[src/rtl/i2c_mcp4726_resp_if.sv]
// Pad-side I2C lines plus the decoded DAC outputs of the MCP4726 responder.
// slave = responder; master = pad/bus side that drives SCL/SDA and consumes the DAC outputs.
interface i2c_mcp4726_resp_if;
  logic        SCL_i;
  logic        SDA_i;
  logic        SDA_OE_o;
  logic [11:0] DAC_CODEs_o;
  logic [1:0]  PD_o;
  logic        UPDATE_o;
  logic        BUSY_o;

  modport slave  (input SCL_i, SDA_i,
                  output SDA_OE_o, DAC_CODEs_o, PD_o, UPDATE_o, BUSY_o);
  modport master (output SCL_i, SDA_i,
                  input SDA_OE_o, DAC_CODEs_o, PD_o, UPDATE_o, BUSY_o);
endinterface

[src/rtl/i2c_mcp4726_resp.sv]
// I2C target emulating an MCP4726 DAC (fast write + 3-byte read); general call under MCP4726_GCALL_EN.
// Latency: pads see 2 CK sync + C_FILT_LEN CK filter; DAC/PD/UPDATE change 1 CK after the final ACK rising SCL.
// Backpressure: none; the bus master paces every bit, the target only ACKs or NACKs.
module i2c_mcp4726_resp #(
  parameter logic [6:0]  C_DEV_ADR  = 7'h60,
  parameter int          C_FILT_LEN = 3,
  parameter logic [11:0] C_DAC_INIT = 12'h000
) (
  input logic               CK_i,
  input logic               ARST_i,
  i2c_mcp4726_resp_if.slave bus
);

  localparam logic [3:0] FILT_MAX = 4'(C_FILT_LEN - 1);

  typedef enum logic [2:0] {
    ST_IDLE, ST_ADDR, ST_ACK_A, ST_WR_BYTE, ST_WR_ACK, ST_RD_BYTE, ST_RD_ACK, ST_IGNORE
  } state_t;

  // Bit 0 carries SCL, bit 1 carries SDA through sync and filter.
  logic [1:0]      sync1, sync2, filt, filt_q;
  logic [1:0][3:0] fcnt;

  always_ff @(posedge CK_i or posedge ARST_i) begin
    if (ARST_i) begin
      sync1  <= 2'b11;
      sync2  <= 2'b11;
      filt   <= 2'b11;
      filt_q <= 2'b11;
      fcnt   <= '0;
    end else begin
      sync1  <= {bus.SDA_i, bus.SCL_i};
      sync2  <= sync1;
      filt_q <= filt;
      for (int i = 0; i < 2; i++) begin
        if (sync2[i] == filt[i]) begin
          fcnt[i] <= 4'd0;
        end else if (fcnt[i] == FILT_MAX) begin
          filt[i] <= sync2[i];
          fcnt[i] <= 4'd0;
        end else begin
          fcnt[i] <= fcnt[i] + 4'd1;
        end
      end
    end
  end

  logic fsda, rscl, fscln, start, stop;
  assign fsda  = filt[1];
  assign rscl  = filt[0] & ~filt_q[0];
  assign fscln = ~filt[0] & filt_q[0];
  assign start = filt[0] & filt_q[0] & filt_q[1] & ~filt[1];
  assign stop  = filt[0] & filt_q[0] & ~filt_q[1] & filt[1];

  state_t      state, state_nxt;
  logic [2:0]  bit_cnt;
  logic [7:0]  shreg, rd_dat, rd_sel, lo_byte;
  logic        byte_idx, idx_nxt;
  logic [1:0]  rd_idx, rd_idx_nxt;
  logic [3:0]  hi_nib;
  logic [1:0]  pd_pend;
  logic [11:0] dac;
  logic [1:0]  pd;
  logic        upd, busy, sda_oe;
  logic        shift_en, cnt_clr, snap_en, hi_en, lo_en, commit, oe_nxt;
`ifdef MCP4726_GCALL_EN
  logic        gc_q, gc_rst_q, gc_ld, gc_cmd_en, gc_commit;
`endif

  logic [7:0] byte_in;
  logic       last_bit;
  assign byte_in  = {shreg[6:0], fsda};
  assign last_bit = rscl && (bit_cnt == 3'd7);

  always_ff @(posedge CK_i or posedge ARST_i) begin
    if (ARST_i) state <= ST_IDLE;
    else        state <= state_nxt;
  end

  // START/STOP pre-empt everything; oe_nxt is the SDA level to present from the next falling SCL.
  always_comb begin
    state_nxt  = state;
    idx_nxt    = byte_idx;
    rd_idx_nxt = rd_idx;
    shift_en   = 1'b0;
    cnt_clr    = 1'b0;
    snap_en    = 1'b0;
    hi_en      = 1'b0;
    lo_en      = 1'b0;
    commit     = 1'b0;
    oe_nxt     = 1'b0;
`ifdef MCP4726_GCALL_EN
    gc_ld      = 1'b0;
    gc_cmd_en  = 1'b0;
    gc_commit  = 1'b0;
`endif
    if (start) begin
      state_nxt = ST_ADDR;
      cnt_clr   = 1'b1;
    end else if (stop) begin
      state_nxt = ST_IDLE;
    end else begin
      unique case (state)
        ST_IDLE, ST_IGNORE: begin
        end
        ST_ADDR: begin
          shift_en = rscl;
          if (last_bit) begin
            if (byte_in[7:1] == C_DEV_ADR) state_nxt = ST_ACK_A;
`ifdef MCP4726_GCALL_EN
            else if (byte_in == 8'h00)     state_nxt = ST_ACK_A;
`endif
            else                           state_nxt = ST_IGNORE;
          end
        end
        ST_ACK_A: begin
          oe_nxt = 1'b1;
          if (rscl) begin
            cnt_clr = 1'b1;
`ifdef MCP4726_GCALL_EN
            gc_ld   = 1'b1;
`endif
            if (shreg[0]) begin
              state_nxt  = ST_RD_BYTE;
              rd_idx_nxt = 2'd0;
              snap_en    = 1'b1;
            end else begin
              state_nxt = ST_WR_BYTE;
              idx_nxt   = 1'b0;
            end
          end
        end
        ST_WR_BYTE: begin
          shift_en = rscl;
          if (last_bit) begin
            state_nxt = ST_WR_ACK;
`ifdef MCP4726_GCALL_EN
            if (gc_q) begin
              gc_cmd_en = 1'b1;
              if (byte_in != 8'h06 && byte_in != 8'h09) state_nxt = ST_IGNORE;
            end else
`endif
            if (!byte_idx) begin
              hi_en = (byte_in[7:6] == 2'b00);
              if (byte_in[7:6] != 2'b00) state_nxt = ST_IGNORE;
            end else begin
              lo_en = 1'b1;
            end
          end
        end
        ST_WR_ACK: begin
          oe_nxt = 1'b1;
          if (rscl) begin
            cnt_clr   = 1'b1;
            state_nxt = ST_WR_BYTE;
            idx_nxt   = ~byte_idx;
`ifdef MCP4726_GCALL_EN
            if (gc_q) begin
              gc_commit = 1'b1;
              state_nxt = ST_IGNORE;
            end else
`endif
            commit = byte_idx;
          end
        end
        ST_RD_BYTE: begin
          oe_nxt = ~rd_dat[~bit_cnt];
          if (last_bit) state_nxt = ST_RD_ACK;
        end
        ST_RD_ACK: begin
          if (rscl) begin
            cnt_clr = 1'b1;
            if (!fsda) begin
              state_nxt  = ST_RD_BYTE;
              rd_idx_nxt = (rd_idx == 2'd2) ? 2'd0 : rd_idx + 2'd1;
              snap_en    = 1'b1;
            end else begin
              state_nxt = ST_IGNORE;
            end
          end
        end
      endcase
    end
  end

  always_comb begin
    case (rd_idx_nxt)
      2'd1:    rd_sel = dac[11:4];
      2'd2:    rd_sel = {dac[3:0], 4'h0};
      default: rd_sel = {5'b11000, pd, 1'b0};
    endcase
  end

  always_ff @(posedge CK_i or posedge ARST_i) begin
    if (ARST_i) begin
      bit_cnt  <= 3'd0;
      shreg    <= 8'h00;
      byte_idx <= 1'b0;
      rd_idx   <= 2'd0;
      rd_dat   <= 8'h00;
      hi_nib   <= 4'h0;
      pd_pend  <= 2'b00;
      lo_byte  <= 8'h00;
      dac      <= C_DAC_INIT;
      pd       <= 2'b00;
      upd      <= 1'b0;
      busy     <= 1'b0;
      sda_oe   <= 1'b0;
`ifdef MCP4726_GCALL_EN
      gc_q     <= 1'b0;
      gc_rst_q <= 1'b0;
`endif
    end else begin
      upd      <= 1'b0;
      byte_idx <= idx_nxt;
      rd_idx   <= rd_idx_nxt;
      if (start)     busy <= 1'b1;
      else if (stop) busy <= 1'b0;
      if (start || stop) sda_oe <= 1'b0;
      else if (fscln)    sda_oe <= oe_nxt;
      if (cnt_clr)   bit_cnt <= 3'd0;
      else if (rscl) bit_cnt <= bit_cnt + 3'd1;
      if (shift_en) shreg  <= byte_in;
      if (snap_en)  rd_dat <= rd_sel;
      if (hi_en) begin
        pd_pend <= byte_in[5:4];
        hi_nib  <= byte_in[3:0];
      end
      if (lo_en) lo_byte <= byte_in;
`ifdef MCP4726_GCALL_EN
      if (gc_ld)     gc_q     <= (shreg == 8'h00);
      if (gc_cmd_en) gc_rst_q <= (byte_in == 8'h06);
`endif
      if (commit) begin
        dac <= {hi_nib, lo_byte};
        pd  <= pd_pend;
        upd <= 1'b1;
      end
`ifdef MCP4726_GCALL_EN
      else if (gc_commit) begin
        if (gc_rst_q) dac <= C_DAC_INIT;
        pd  <= 2'b00;
        upd <= 1'b1;
      end
`endif
    end
  end

  assign bus.SDA_OE_o    = sda_oe;
  assign bus.DAC_CODEs_o = dac;
  assign bus.PD_o        = pd;
  assign bus.UPDATE_o    = upd;
  assign bus.BUSY_o      = busy;

endmodule

[src/flat_wrapper.sv]
// flat-port wrapper written by rule: the top's interface ports become plain ports
module i2c_mcp4726_resp_flat 
#(
  parameter logic [6:0]  C_DEV_ADR  = 7'h60,
  parameter int          C_FILT_LEN = 3,
  parameter logic [11:0] C_DAC_INIT = 12'h000
)
  (CK_i, ARST_i, bus_SCL_i, bus_SDA_i, bus_SDA_OE_o, bus_DAC_CODEs_o, bus_PD_o, bus_UPDATE_o, bus_BUSY_o);
  i2c_mcp4726_resp_if bus_i ();
  input logic CK_i;
  input logic ARST_i;
  input wire logic [$bits(bus_i.SCL_i)-1:0] bus_SCL_i;
  input wire logic [$bits(bus_i.SDA_i)-1:0] bus_SDA_i;
  output wire logic [$bits(bus_i.SDA_OE_o)-1:0] bus_SDA_OE_o;
  output wire logic [$bits(bus_i.DAC_CODEs_o)-1:0] bus_DAC_CODEs_o;
  output wire logic [$bits(bus_i.PD_o)-1:0] bus_PD_o;
  output wire logic [$bits(bus_i.UPDATE_o)-1:0] bus_UPDATE_o;
  output wire logic [$bits(bus_i.BUSY_o)-1:0] bus_BUSY_o;
  assign bus_i.SCL_i = bus_SCL_i;
  assign bus_i.SDA_i = bus_SDA_i;
  assign bus_SDA_OE_o = bus_i.SDA_OE_o;
  assign bus_DAC_CODEs_o = bus_i.DAC_CODEs_o;
  assign bus_PD_o = bus_i.PD_o;
  assign bus_UPDATE_o = bus_i.UPDATE_o;
  assign bus_BUSY_o = bus_i.BUSY_o;
  i2c_mcp4726_resp #(.C_DEV_ADR(C_DEV_ADR), .C_FILT_LEN(C_FILT_LEN), .C_DAC_INIT(C_DAC_INIT)) u_core (.CK_i(CK_i), .ARST_i(ARST_i), .bus(bus_i));
endmodule
[config.mk]
export PLATFORM = sky130hd
export DESIGN_NAME = i2c_mcp4726_resp_flat
export DESIGN_NICKNAME = d
export VERILOG_FILES = /design/src/rtl/i2c_mcp4726_resp_if.sv /design/src/rtl/i2c_mcp4726_resp.sv /design/src/flat_wrapper.sv
export SDC_FILE = /design/constraint.sdc
export NUM_CORES = 1
export LEC_CHECK = 0
export ABC_AREA = 1
export CAP_MARGIN = 10
export CORE_UTILIZATION = 40
export DETAILED_ROUTE_END_ITERATION = 8
export DONT_BUFFER_PORTS = 1
export PLACE_DENSITY = 0.53
export SLEW_MARGIN = 30
export SYNTH_ARGS = -nofsm -noshare
export SYNTH_HDL_FRONTEND = slang
export SYNTH_SLANG_ARGS = --single-unit
export TNS_END_PERCENT = 20
[constraint.sdc]
create_clock -name CK_i -period 2.3 [get_ports CK_i]
set_clock_uncertainty 0.15 [all_clocks]
set_input_delay 0.345 -clock CK_i [delete_from_list [all_inputs] [get_ports CK_i]]
set_output_delay 0.345 -clock CK_i [all_outputs]
set_load 0.05 [all_outputs]
; ---- Word level (Yosys, flattened, before mapping)
; Cells that the tools add are included.
[word_totals]
reg_bits = 71
out_inout_bits = 17
word_cells = 155
[op_classes]
addsub = 4
order_cmp = 1
eq_ne = 24
n_mux = 71
n_bitwise = 18
reduce_logical = 16
[ops]
columns = operator, count
row1 = $mux W3, 13
row2 = $mux W1, 38
row3 = $ne A4 B1 Y1 const B, 6
row4 = $mux W2, 9
row5 = $pmux W3 S6, 1
row6 = $mux W4, 4
row7 = $pmux W8 S2, 1
row8 = $eq A3 B3 Y1 const B, 4
row9 = $not A1 Y1, 10
row10 = $reduce_bool A2 Y1, 5
row11 = $add A4 B1 Y4 const B, 2
row12 = $eq A4 B2 Y1 const B, 2
row13 = $reduce_bool A8 Y1, 1
row14 = $and A1 B1 Y1, 7
row15 = $eq A7 B7 Y1 const B, 1
row16 = $reduce_and A7 Y1, 1
row17 = $eq A3 B2 Y1 const B, 2
row18 = $pmux W1 S2, 3
row19 = $reduce_and A6 Y1, 1
row20 = $eq A2 B2 Y1 const B, 2
row21 = $lt A3 B4 Y1 const B, 1
row22 = $ne A2 B1 Y1 const B, 2
row23 = $pmux W2 S2, 1
row24 = $reduce_and A2 Y1, 2
row25 = 13 further kinds, 15

; ---- Logic depth before layout (Yosys ltp)
; Gate-level depths: netlist of run 1.
[logic_depth]
ltp_word = 9
mapped_depth = 13
ltp_nobuf = 13

; ---- Least setup slack after synthesis of run 1
; Ideal clock, no wire load.
[synth_path]
path_type = reg2reg
start = register u_core.filt[0]
end = register u_core.rd_dat[2]
setup_ns = 0.077
t_arrival_ns = 1.992
t_required_ns = 2.073
path_slack_ns = 0.080
stages_incl_launch_ff = 12
n_path_buf = 0
period_less_slack_ns = 2.220
path_cell_list = dfstp_2 nand2_4 nor2_1 nand2_1 o21ai_0 nand2_1 ha_1 inv_1 nand2_1 inv_1 a22oi_1 a21oi_1
[synth_via]
elab_chain_cells = 7
[synth_lines]
columns = item, line
row1 = start: declaration, i2c_mcp4726_resp.sv:21  ; logic [1:0] sync1, sync2, filt, filt_q;
row2 = start signal: indexed assignment, i2c_mcp4726_resp.sv:39  ; filt[i] <= sync2[i];
row3 = $and A1 B1 Y1 (on tied branches), "i2c_mcp4726_resp.sv:50, i2c_mcp4726_resp.sv:52, i2c_mcp4726_resp.sv:53"
row4 = "$mux W2, or another cell as far along", i2c_mcp4726_resp.sv:171  ; if (rscl) begin
row5 = $pmux W2 S2 / $and A1 B1 Y1 (equally long branches), "i2c_mcp4726_resp.sv:103, i2c_mcp4726_resp.sv:53"
row6 = $mux W2, i2c_mcp4726_resp.sv:100  ; end else if (stop) begin
row7 = $mux W2, i2c_mcp4726_resp.sv:97  ; if (start) begin
row8 = $eq A2 B2 Y1 / $eq A2 B1 Y1 (equally long branches), i2c_mcp4726_resp.sv:187  ; case (rd_idx_nxt)
row9 = $pmux W8 S2, i2c_mcp4726_resp.sv:187
row10 = end signal: assignment, i2c_mcp4726_resp.sv:224  ; if (snap_en) rd_dat <= rd_sel;
row11 = end: declaration, i2c_mcp4726_resp.sv:57  ; logic [7:0] shreg, rd_dat, rd_sel, lo_byte;
; Parallel ways exist; a longest one is shown, timed or not.
; A chain may end at the register's enable or synchronous reset.

; ---- Worst setup path in the final report of run 1
[layout_path]
start = register u_core.filt[0]
end = register u_core.rd_dat[2]
[layout_via]
elab_chain_cells = 7
[layout_lines]
columns = item, line
row1 = $and A1 B1 Y1 (on tied branches), "i2c_mcp4726_resp.sv:50, i2c_mcp4726_resp.sv:52, i2c_mcp4726_resp.sv:53"
row2 = "$mux W2, or another cell as far along", i2c_mcp4726_resp.sv:171
row3 = $pmux W2 S2 / $and A1 B1 Y1 (equally long branches), "i2c_mcp4726_resp.sv:103, i2c_mcp4726_resp.sv:53"
row4 = $mux W2, i2c_mcp4726_resp.sv:100
row5 = $mux W2 *, i2c_mcp4726_resp.sv:97
row6 = via u_core.rd_idx_nxt[0], i2c_mcp4726_resp.sv:59  ; logic [1:0] rd_idx, rd_idx_nxt;
row7 = $eq A2 B2 Y1 / $eq A2 B1 Y1 (equally long branches), i2c_mcp4726_resp.sv:187
row8 = $pmux W8 S2 *, i2c_mcp4726_resp.sv:187
; The timed path passes the listed nets; every way through them passes the cells marked *.

==> results of run 1 <==
## cell families after synthesis
group,share of synthesized area (%)
xor+xnor,1.64
buf+inv,6.14
compound gates,9.97
flops,55.8
mux,4.57
fa+ha+maj,3.13
simple gates,18.7
## worst max-delay path, stage by stage (launching register included)
cell,delay [ns]
sky130_fd_sc_hd__dfstp_2,0.57
sky130_fd_sc_hd__nand2_4,0.08
sky130_fd_sc_hd__nor2_4,0.14
sky130_fd_sc_hd__nand3_1,0.08
sky130_fd_sc_hd__o211ai_1,0.09
sky130_fd_sc_hd__o211ai_1,0.14
sky130_fd_sc_hd__inv_1,0.14
sky130_fd_sc_hd__ha_4,0.23
sky130_fd_sc_hd__buf_4,0.14
sky130_fd_sc_hd__a22oi_1,0.19
sky130_fd_sc_hd__a21oi_1,0.09
## path summary, 6_finish.rpt
kind / cells past startpoint / end
worst max-delay path: 10 / u_core.rd_dat[2]
min in group asynchronous: 3 / u_core.state[0]
worst max register to register: 10 / u_core.rd_dat[2]
worst min-delay path: 0 / u_core.sync2[0]
max in group asynchronous: 3 / u_core.filt_q[0]
worst min register to register: 0 / u_core.sync2[0]
## state kept, by name, indices dropped and copies added (netlist names), 3 cells and up
signal                  count
u_core.bit_cnt              3
u_core.bus.DAC_CODEs_o     12
u_core.fcnt                 8
u_core.hi_nib               4
u_core.lo_byte              8
u_core.rd_dat               8
u_core.shreg                7
u_core.state                3
## repair_timing
action | 4_1_cts | 5_1_grt
buffers inserted | 0 | 4
cloned | 0 | 0
gates resized for setup | 1 | 12
endpoints found under the setup margin | 3 | 7
endpoints found under the hold margin | 65 | 0
pin swaps | 0 | 5
hold buffers | 3 | 0
## area by class of cell
type                    count  area [um^2]  share of cell area (%)
clock buffers               9          124                    3.31
inverters                  40          153                    4.08
flip-flops and latches     71         1790                    47.8
multi-input cells         223         1240                    33.3
clock inverters             6          134                    3.58
well taps                 102          128                    3.41
repair buffers             19          166                    4.45
## synth_stat cells
cell,number
sky130_fd_sc_hd__a21oi_1,16
sky130_fd_sc_hd__a21oi_2,1
sky130_fd_sc_hd__a22oi_1,1
sky130_fd_sc_hd__a31oi_1,4
sky130_fd_sc_hd__buf_2,1
sky130_fd_sc_hd__buf_6,2
sky130_fd_sc_hd__buf_8,1
sky130_fd_sc_hd__clkbuf_1,1
sky130_fd_sc_hd__dfrtp_1,63
sky130_fd_sc_hd__dfstp_2,8
sky130_fd_sc_hd__ha_1,8
sky130_fd_sc_hd__inv_1,39
sky130_fd_sc_hd__inv_2,1
sky130_fd_sc_hd__mux2_2,9
sky130_fd_sc_hd__mux2_4,3
sky130_fd_sc_hd__nand2_1,59
sky130_fd_sc_hd__nand2_2,1
sky130_fd_sc_hd__nand2_4,1
sky130_fd_sc_hd__nand3_1,21
sky130_fd_sc_hd__nand3b_1,1
sky130_fd_sc_hd__nand4_1,5
sky130_fd_sc_hd__nor2_1,46
sky130_fd_sc_hd__nor2_2,1
sky130_fd_sc_hd__nor3_1,1
sky130_fd_sc_hd__nor3_4,2
sky130_fd_sc_hd__o211ai_1,2
sky130_fd_sc_hd__o21ai_0,31
sky130_fd_sc_hd__o21ai_2,1
sky130_fd_sc_hd__o22ai_1,3
sky130_fd_sc_hd__xnor2_1,2
sky130_fd_sc_hd__xor2_1,4
## through the flow
stage	TNS (ns)	cell area [um^2]	util (%)
final	0	3740	48.4
after global routing	0	3740	48.4
after CTS	0	3670	47.6
after detailed placement	-0.0264	3380	43.8
after global placement	0	3380	43.8
after floorplan	0	3200	-
## power breakdown
part	internal (mW)	switching (mW)
clock	0.824	0.466
combinational	0.520	0.831
sequential	1.52	0.299
total	2.87	1.60
## routing by layer
metal,wire length [um],GRT usage [%],share of wire [%]
met4,96,7.54,1.4
met2,2970,25.5,45
met5,0,0,0
met3,203,4.94,3.1
met1,3370,24.3,51
==> out/qor.txt, run 1 <==
GLOBAL ROUTE
--------------------------------------------------------------------------------
Maximum number of pins on one net before global-route repair ......           72
Number of antenna violations at the first check in global routing .            0
First-pass GRT wire length ........................................     11100 um
GRT Resource Usage Total ..........................................        17.5%
Number of global-route vias before repair .........................         2233
Residual overflow from global routing .............................            0

WORST SETUP PATH
--------------------------------------------------------------------------------
Critical Path RT ..................................................      2.36 ns
Start-to-end type of the worst setup path .........................   reg -> reg
Reg2Reg Launch Point .............................................. u_core.filt[0]
Flop2flop setup slack .............................................      0.15 ns
Launching element of the worst setup path ......................... u_core.filt[0]
Max Fanout on Critical Path .......................................            4
Capturing element type of the critical path .......................     register
Signal arrival time at the worst endpoint .........................      2.21 ns
Startpoint class of the critical path .............................     register

RUN STATUS
--------------------------------------------------------------------------------
Run status ........................................................    completed

SYNTHESIS
--------------------------------------------------------------------------------
Number of register bits inferred by synthesis .....................           71
Synthesized area divided by synthesized cell count ................    9.44 um^2
Leading area contributor after synthesis .......................... sky130_fd_sc_hd__dfrtp_1
Synthesized cell area ............................................. 0.00320 mm^2
Count of unique library cells instantiated by Yosys ...............           31
Share of the synthesized area in the top cell type ................        49.3%
Seq/Total Area, Yosys .............................................        55.8%
Cell types with the largest area share after synthesis ............ sky130_fd_sc_hd__dfrtp_1 49%, sky130_fd_sc_hd__nand2_1 6.9%, sky130_fd_sc_hd__dfstp_2 6.6%
Cell count after synthesis ........................................          339
Warnings from Yosys ...............................................            0
Synthesized netlist net count .....................................          351

CELLS AND AREA
--------------------------------------------------------------------------------
Number of antenna repair diodes ...................................            0
Leading cell type in the layout, fill and taps excluded ........... sky130_fd_sc_hd__dfrtp_1
Post-layout nets ..................................................          376
Number of fillers in the final layout .............................          737
Synthesis-to-layout area growth ...................................        16.8%
Fraction of final layout cells sized beyond drive strength 1 ......        18.8%
Commonest cells after routing, fill and taps aside ................ 62 x sky130_fd_sc_hd__dfrtp_1, 58 x sky130_fd_sc_hd__nand2_1, 45 x sky130_fd_sc_hd__nor2_1
Final instance count without filler cells .........................          470

POWER AND IR DROP
--------------------------------------------------------------------------------
LEAKAGE ...........................................................      1.81 nW
Peak supply drop ..................................................     0.531 mV
Final total power .................................................      4.46 mW
Power density normalized to cell area ............................. 1190 mW/mm^2

TIMING
--------------------------------------------------------------------------------
Slew margin rel. ..................................................        61.0%
Count of endpoints failing hold in the final timing report ........            0
Setup repair after global routing missed its margin ...............           no
Max-slew violation count ..........................................            0
Smallest hold slack ...............................................     0.206 ns
Shortest clock period the worst path allows after layout ..........      2.15 ns
FMAX ..............................................................    0.466 GHz
Number of setup violations in the final report ....................            0
Fin worst setup slack .............................................     0.154 ns
Final period utilization ..........................................        93.3%
Slew at the pin closest to its max-slew limit .....................     0.585 ns

DIE
--------------------------------------------------------------------------------
Initial standard-cell utilization of the core .....................        41.4%
Number of placement rows ..........................................           32
Die Height ........................................................      91.5 um
Full die area ..................................................... 0.00836 mm^2
Number of top-level pins ..........................................           21
Core footprint .................................................... 0.00773 mm^2
Die X-Extent ......................................................      91.5 um

RUN
--------------------------------------------------------------------------------
Max Cap Viol ......................................................            0

CLOCKING
--------------------------------------------------------------------------------
Sink Count ........................................................           71
Maximum level of the CTS H-tree ...................................            3
Number of buffers created by CTS ..................................            9
TritonCTS clock tree ..............................................          yes
Master cell of the clock root buffer .............................. sky130_fd_sc_hd__clkbuf_8
Maximum root-to-sink buffer count .................................            2
Insertion delay of the later-clocked pin in the worst-skew pair ...      0.34 ns
Clock slew at reported path FFs ...................................      0.08 ns

PLACED DESIGN
--------------------------------------------------------------------------------
Last weighted congestion value of the routability-driven placer ...        0.861
HPWL after detailed placement .....................................      4710 um
Pre-CTS worst setup slack .........................................   -0.0230 ns
Placed cell count .................................................          448
Quantity of I/O buffers inserted on ports .........................            0

WORST HOLD PATH
--------------------------------------------------------------------------------
Min-delay worst type ..............................................   reg -> reg
Hold path start ................................................... u_core.sync1[0]

DRT
--------------------------------------------------------------------------------
Detailed-route DRC error count ....................................            0
Number of vias after detailed routing .............................         2270
Routed wire length per instance ...................................      14.1 um
Number of detailed-routing iterations run before antenna repair ...            4
Violation count after the first detailed-routing iteration ........          145
Antenna violation net count after detailed routing ................            0
Final wirelength ..................................................      6640 um
Routed via count divided by cell count ............................         4.83

No activity file was read; power rests on OpenSTA's default activity.
==> run 2: changes to the inputs <==
--- a/config.mk
+++ b/config.mk
@@ -10,6 +10,7 @@
 export CORE_UTILIZATION = 40
 export DETAILED_ROUTE_END_ITERATION = 8
 export DONT_BUFFER_PORTS = 1
+export GPL_ROUTABILITY_DRIVEN = 0
 export PLACE_DENSITY = 0.53
 export SLEW_MARGIN = 30
 export SYNTH_ARGS = -nofsm -noshare
==> results of run 2 <==
Same layout as run 1: the final DEF is identical, and so are final timing and power.
==> run 3: changes to the inputs <==
--- a/config.mk
+++ b/config.mk
@@ -11,6 +11,7 @@
 export DETAILED_ROUTE_END_ITERATION = 8
 export DONT_BUFFER_PORTS = 1
 export GPL_ROUTABILITY_DRIVEN = 0
+export GPL_TIMING_DRIVEN = 0
 export PLACE_DENSITY = 0.53
 export SLEW_MARGIN = 30
 export SYNTH_ARGS = -nofsm -noshare
==> run 3 against run 2 <==
Final area up 0.13%; register-to-register slack worse by 0.03 ns; utilization up 0.065 points.
==> out/qor.txt, run 3 (synthesized netlist as in run 1, its figures left out) <==
CELLS AND AREA
----------------------------------------------------------------------------------
Synthesis-to-layout area growth .....................................        16.9%
Leading cell type in the layout, fill and taps excluded ............. sky130_fd_sc_hd__dfrtp_1
Number of fillers in the final layout ...............................          760   +3.1%
Final instance count without filler cells ...........................          472   +0.43%
Number of antenna repair diodes .....................................            0   unchanged
Commonest cells after routing, fill and taps aside .................. 63 x sky130_fd_sc_hd__dfrtp_1, 56 x sky130_fd_sc_hd__nand2_1, 44 x sky130_fd_sc_hd__nor2_1
Fraction of final layout cells sized beyond drive strength 1 ........        20.5%   +1.8 points
Flip-flop count of the largest register, all copies and words added .           12   unchanged
Post-layout nets ....................................................          377   +0.27%
Non-Filler Cell Area, Final ......................................... 0.00374 mm^2   +0.13%
Utilization after layout ............................................        48.4%   +0.065 points

POWER AND IR DROP
----------------------------------------------------------------------------------
LEAKAGE .............................................................      1.78 nW   -1.4%
Final total power ...................................................      4.29 mW   -3.8%
Power density normalized to cell area ............................... 1150 mW/mm^2   -4.0%
Peak supply drop ....................................................     0.455 mV   -14%

WORST SETUP PATH
----------------------------------------------------------------------------------
Most common cell on crit path ....................................... sky130_fd_sc_hd__inv_4
Worst path bufs/invs ................................................            4   +2
Launching element of the worst setup path ........................... u_core.state[0]
Critical Path RT ....................................................      2.39 ns   +0.03 ns
Capture point of the critical path .................................. u_core.rd_dat[2]
CP peak stage delay .................................................      0.45 ns   -0.12 ns
Flop2flop setup slack ...............................................      0.13 ns   -0.03 ns
Startpoint class of the critical path ...............................     register
Cell depth of the worst setup path ..................................           12   +2
Start-to-end type of the worst setup path ...........................   reg -> reg
Worst path slowest cell ............................................. sky130_fd_sc_hd__dfrtp_1
Max Fanout on Critical Path .........................................            7   +3
Crit Reg-Reg Endpoint ............................................... u_core.rd_dat[2]
Family of cells with the greatest summed delay on the critical path .   flip-flops
Signal arrival time at the worst endpoint ...........................      2.26 ns   +0.05 ns
Reg2Reg Launch Point ................................................ u_core.state[0]
Sequence of cells on the critical path .............................. inv_1 -> nand3_1 -> inv_2 -> nand2_1 -> o21ai_1 -> nand2_2 -> ha_4 -> inv_4 -> nand2_4 -> inv_4 -> a22oi_2 -> a21oi_1
Capturing element type of the critical path .........................     register
FF-to-FF path depth .................................................           12   +2

DRT
----------------------------------------------------------------------------------
Number of vias after detailed routing ...............................         2291   +0.93%
Number of detailed-routing iterations run before antenna repair .....            4   unchanged
Violation count after the first detailed-routing iteration ..........           86   -41%
Routed via count divided by cell count ..............................         4.85   +0.50%
Antenna violation net count after detailed routing ..................            0   unchanged
Detailed-route DRC error count ......................................            0   unchanged
Final wirelength ....................................................      6720 um   +1.3%
Routed wire length per instance .....................................      14.2 um   +0.84%

DIE
----------------------------------------------------------------------------------
Number of top-level pins ............................................           21   unchanged
Number of placement rows ............................................           32   unchanged
Core footprint ...................................................... 0.00773 mm^2   unchanged
Full die area ....................................................... 0.00836 mm^2   unchanged
Die X-Extent ........................................................      91.5 um   unchanged
Initial standard-cell utilization of the core .......................        41.4%   unchanged
Die Height ..........................................................      91.5 um   unchanged

CLOCKING
----------------------------------------------------------------------------------
Insertion delay of the later-clocked pin in the worst-skew pair .....      0.35 ns   about the same
Sink Count ..........................................................           71   unchanged
TritonCTS clock tree ................................................          yes
Maximum root-to-sink buffer count ...................................            2   unchanged
Master cell of the clock root buffer ................................ sky130_fd_sc_hd__clkbuf_8
Clock slew at reported path FFs .....................................      0.08 ns   about the same
Number of buffers created by CTS ....................................            9   unchanged
Maximum level of the CTS H-tree .....................................            3   unchanged

GLOBAL ROUTE
----------------------------------------------------------------------------------
Residual overflow from global routing ...............................            0   unchanged
Maximum number of pins on one net before global-route repair ........           47   -35%
Number of global-route vias before repair ...........................         2221   -0.54%
First-pass GRT wire length ..........................................     11200 um   +1.2%
Number of antenna violations at the first check in global routing ...            0   unchanged
GRT Resource Usage Total ............................................        17.6%   +0.087 points

TIMING
----------------------------------------------------------------------------------
Max-slew violation count ............................................            0   unchanged
Smallest hold slack .................................................     0.207 ns   +0.00141 ns
Fin worst setup slack ...............................................     0.127 ns   -0.0265 ns
Total negative slack for setup checks ...............................         0 ns   unchanged
Count of endpoints failing hold in the final timing report ..........            0   unchanged
Shortest clock period the worst path allows after layout ............      2.17 ns   +0.0265 ns
Slew margin rel. ....................................................        61.5%   +0.55 points
Final period utilization ............................................        94.5%   +1.2 points
Number of setup violations in the final report ......................            0   unchanged
FMAX ................................................................    0.460 GHz   -1.2%
Slew at the pin closest to its max-slew limit .......................     0.575 ns   -0.0101 ns

PLACED DESIGN
----------------------------------------------------------------------------------
Placed Area ......................................................... 0.00336 mm^2   -0.78%
HPWL after detailed placement .......................................      4720 um   +0.17%
Pre-CTS worst setup slack ...........................................    -0.243 ns   -0.220 ns
Quantity of I/O buffers inserted on ports ...........................            0   unchanged
Placed cell count ...................................................          442   -1.3%

RUN STATUS
----------------------------------------------------------------------------------
Run status ..........................................................    completed

RUN
----------------------------------------------------------------------------------
Max Cap Viol ........................................................            0   unchanged

WORST HOLD PATH
----------------------------------------------------------------------------------
Min-delay worst type ................................................   reg -> reg

==> run 3: cell count changes in the layout (fill, tap and decap cells not counted), moves of 2 or more <==
| cell | delta |
|---|---|
| sky130_fd_sc_hd__buf_4 | -3 |
| sky130_fd_sc_hd__bufinv_16 | -3 |
| sky130_fd_sc_hd__clkinvlp_4 | +3 |
| sky130_fd_sc_hd__inv_1 | -2 |
| sky130_fd_sc_hd__inv_4 | +2 |
| sky130_fd_sc_hd__inv_6 | +2 |
| sky130_fd_sc_hd__nand2_1 | -2 |
==> run 3: worst min-delay path by stage <==
stage | slack [ns] | from | to | cells past startpoint
floorplan | 0.20 | u_core.sync1[0] | u_core.sync2[0] | 0
global placement | 0.20 | u_core.sync1[0] | u_core.sync2[0] | 0
detailed placement | 0.07 | ARST_i | u_core.shreg[2] | 1
CTS | 0.21 | u_core.sync1[0] | u_core.sync2[0] | 0
global route | 0.22 | u_core.sync1[0] | u_core.sync2[0] | 0
finish | 0.21 | u_core.sync1[0] | u_core.sync2[0] | 0
==> run 3: power by group <==
group          switching (mW)  internal, mW  leakage, nW
clock network           0.502         0.536       0.0993
logic                   0.860         0.563        0.747
registers               0.308          1.52        0.935
==> run 3: final cells by class <==
| cell class | count | area (um^2) | share of cell area, % |
|---|---|---|---|
| Sequential cell | 71 | 1790 | 47.7 |
| Multi-Input combinational cell | 223 | 1270 | 34.1 |
| Inverter | 40 | 161 | 4.31 |
| Timing Repair Buffer | 15 | 140 | 3.74 |
| Clock buffer | 10 | 138 | 3.68 |
| Tap cell | 102 | 128 | 3.41 |
| Clock inverter | 6 | 67.6 | 1.81 |
| Buffer | 5 | 46.3 | 1.24 |
==> run 3: metal layers <==
metal  GRT usage (%)  share of wire, %  vias up
li1                -                 -     1161
met2            26.3                46       31
met4            7.14               1.2        0
met1            24.5                50     1093
met3            4.36               2.5        6
met5               0                 0        -
==> run 3: timing repair <==
item,CTS,global route
endpoints found under the setup margin,6,6
hold buffers,3,0
gates resized for setup,9,12
buffers inserted,4,7
endpoints found under the hold margin,27,0
pin swaps,0,9
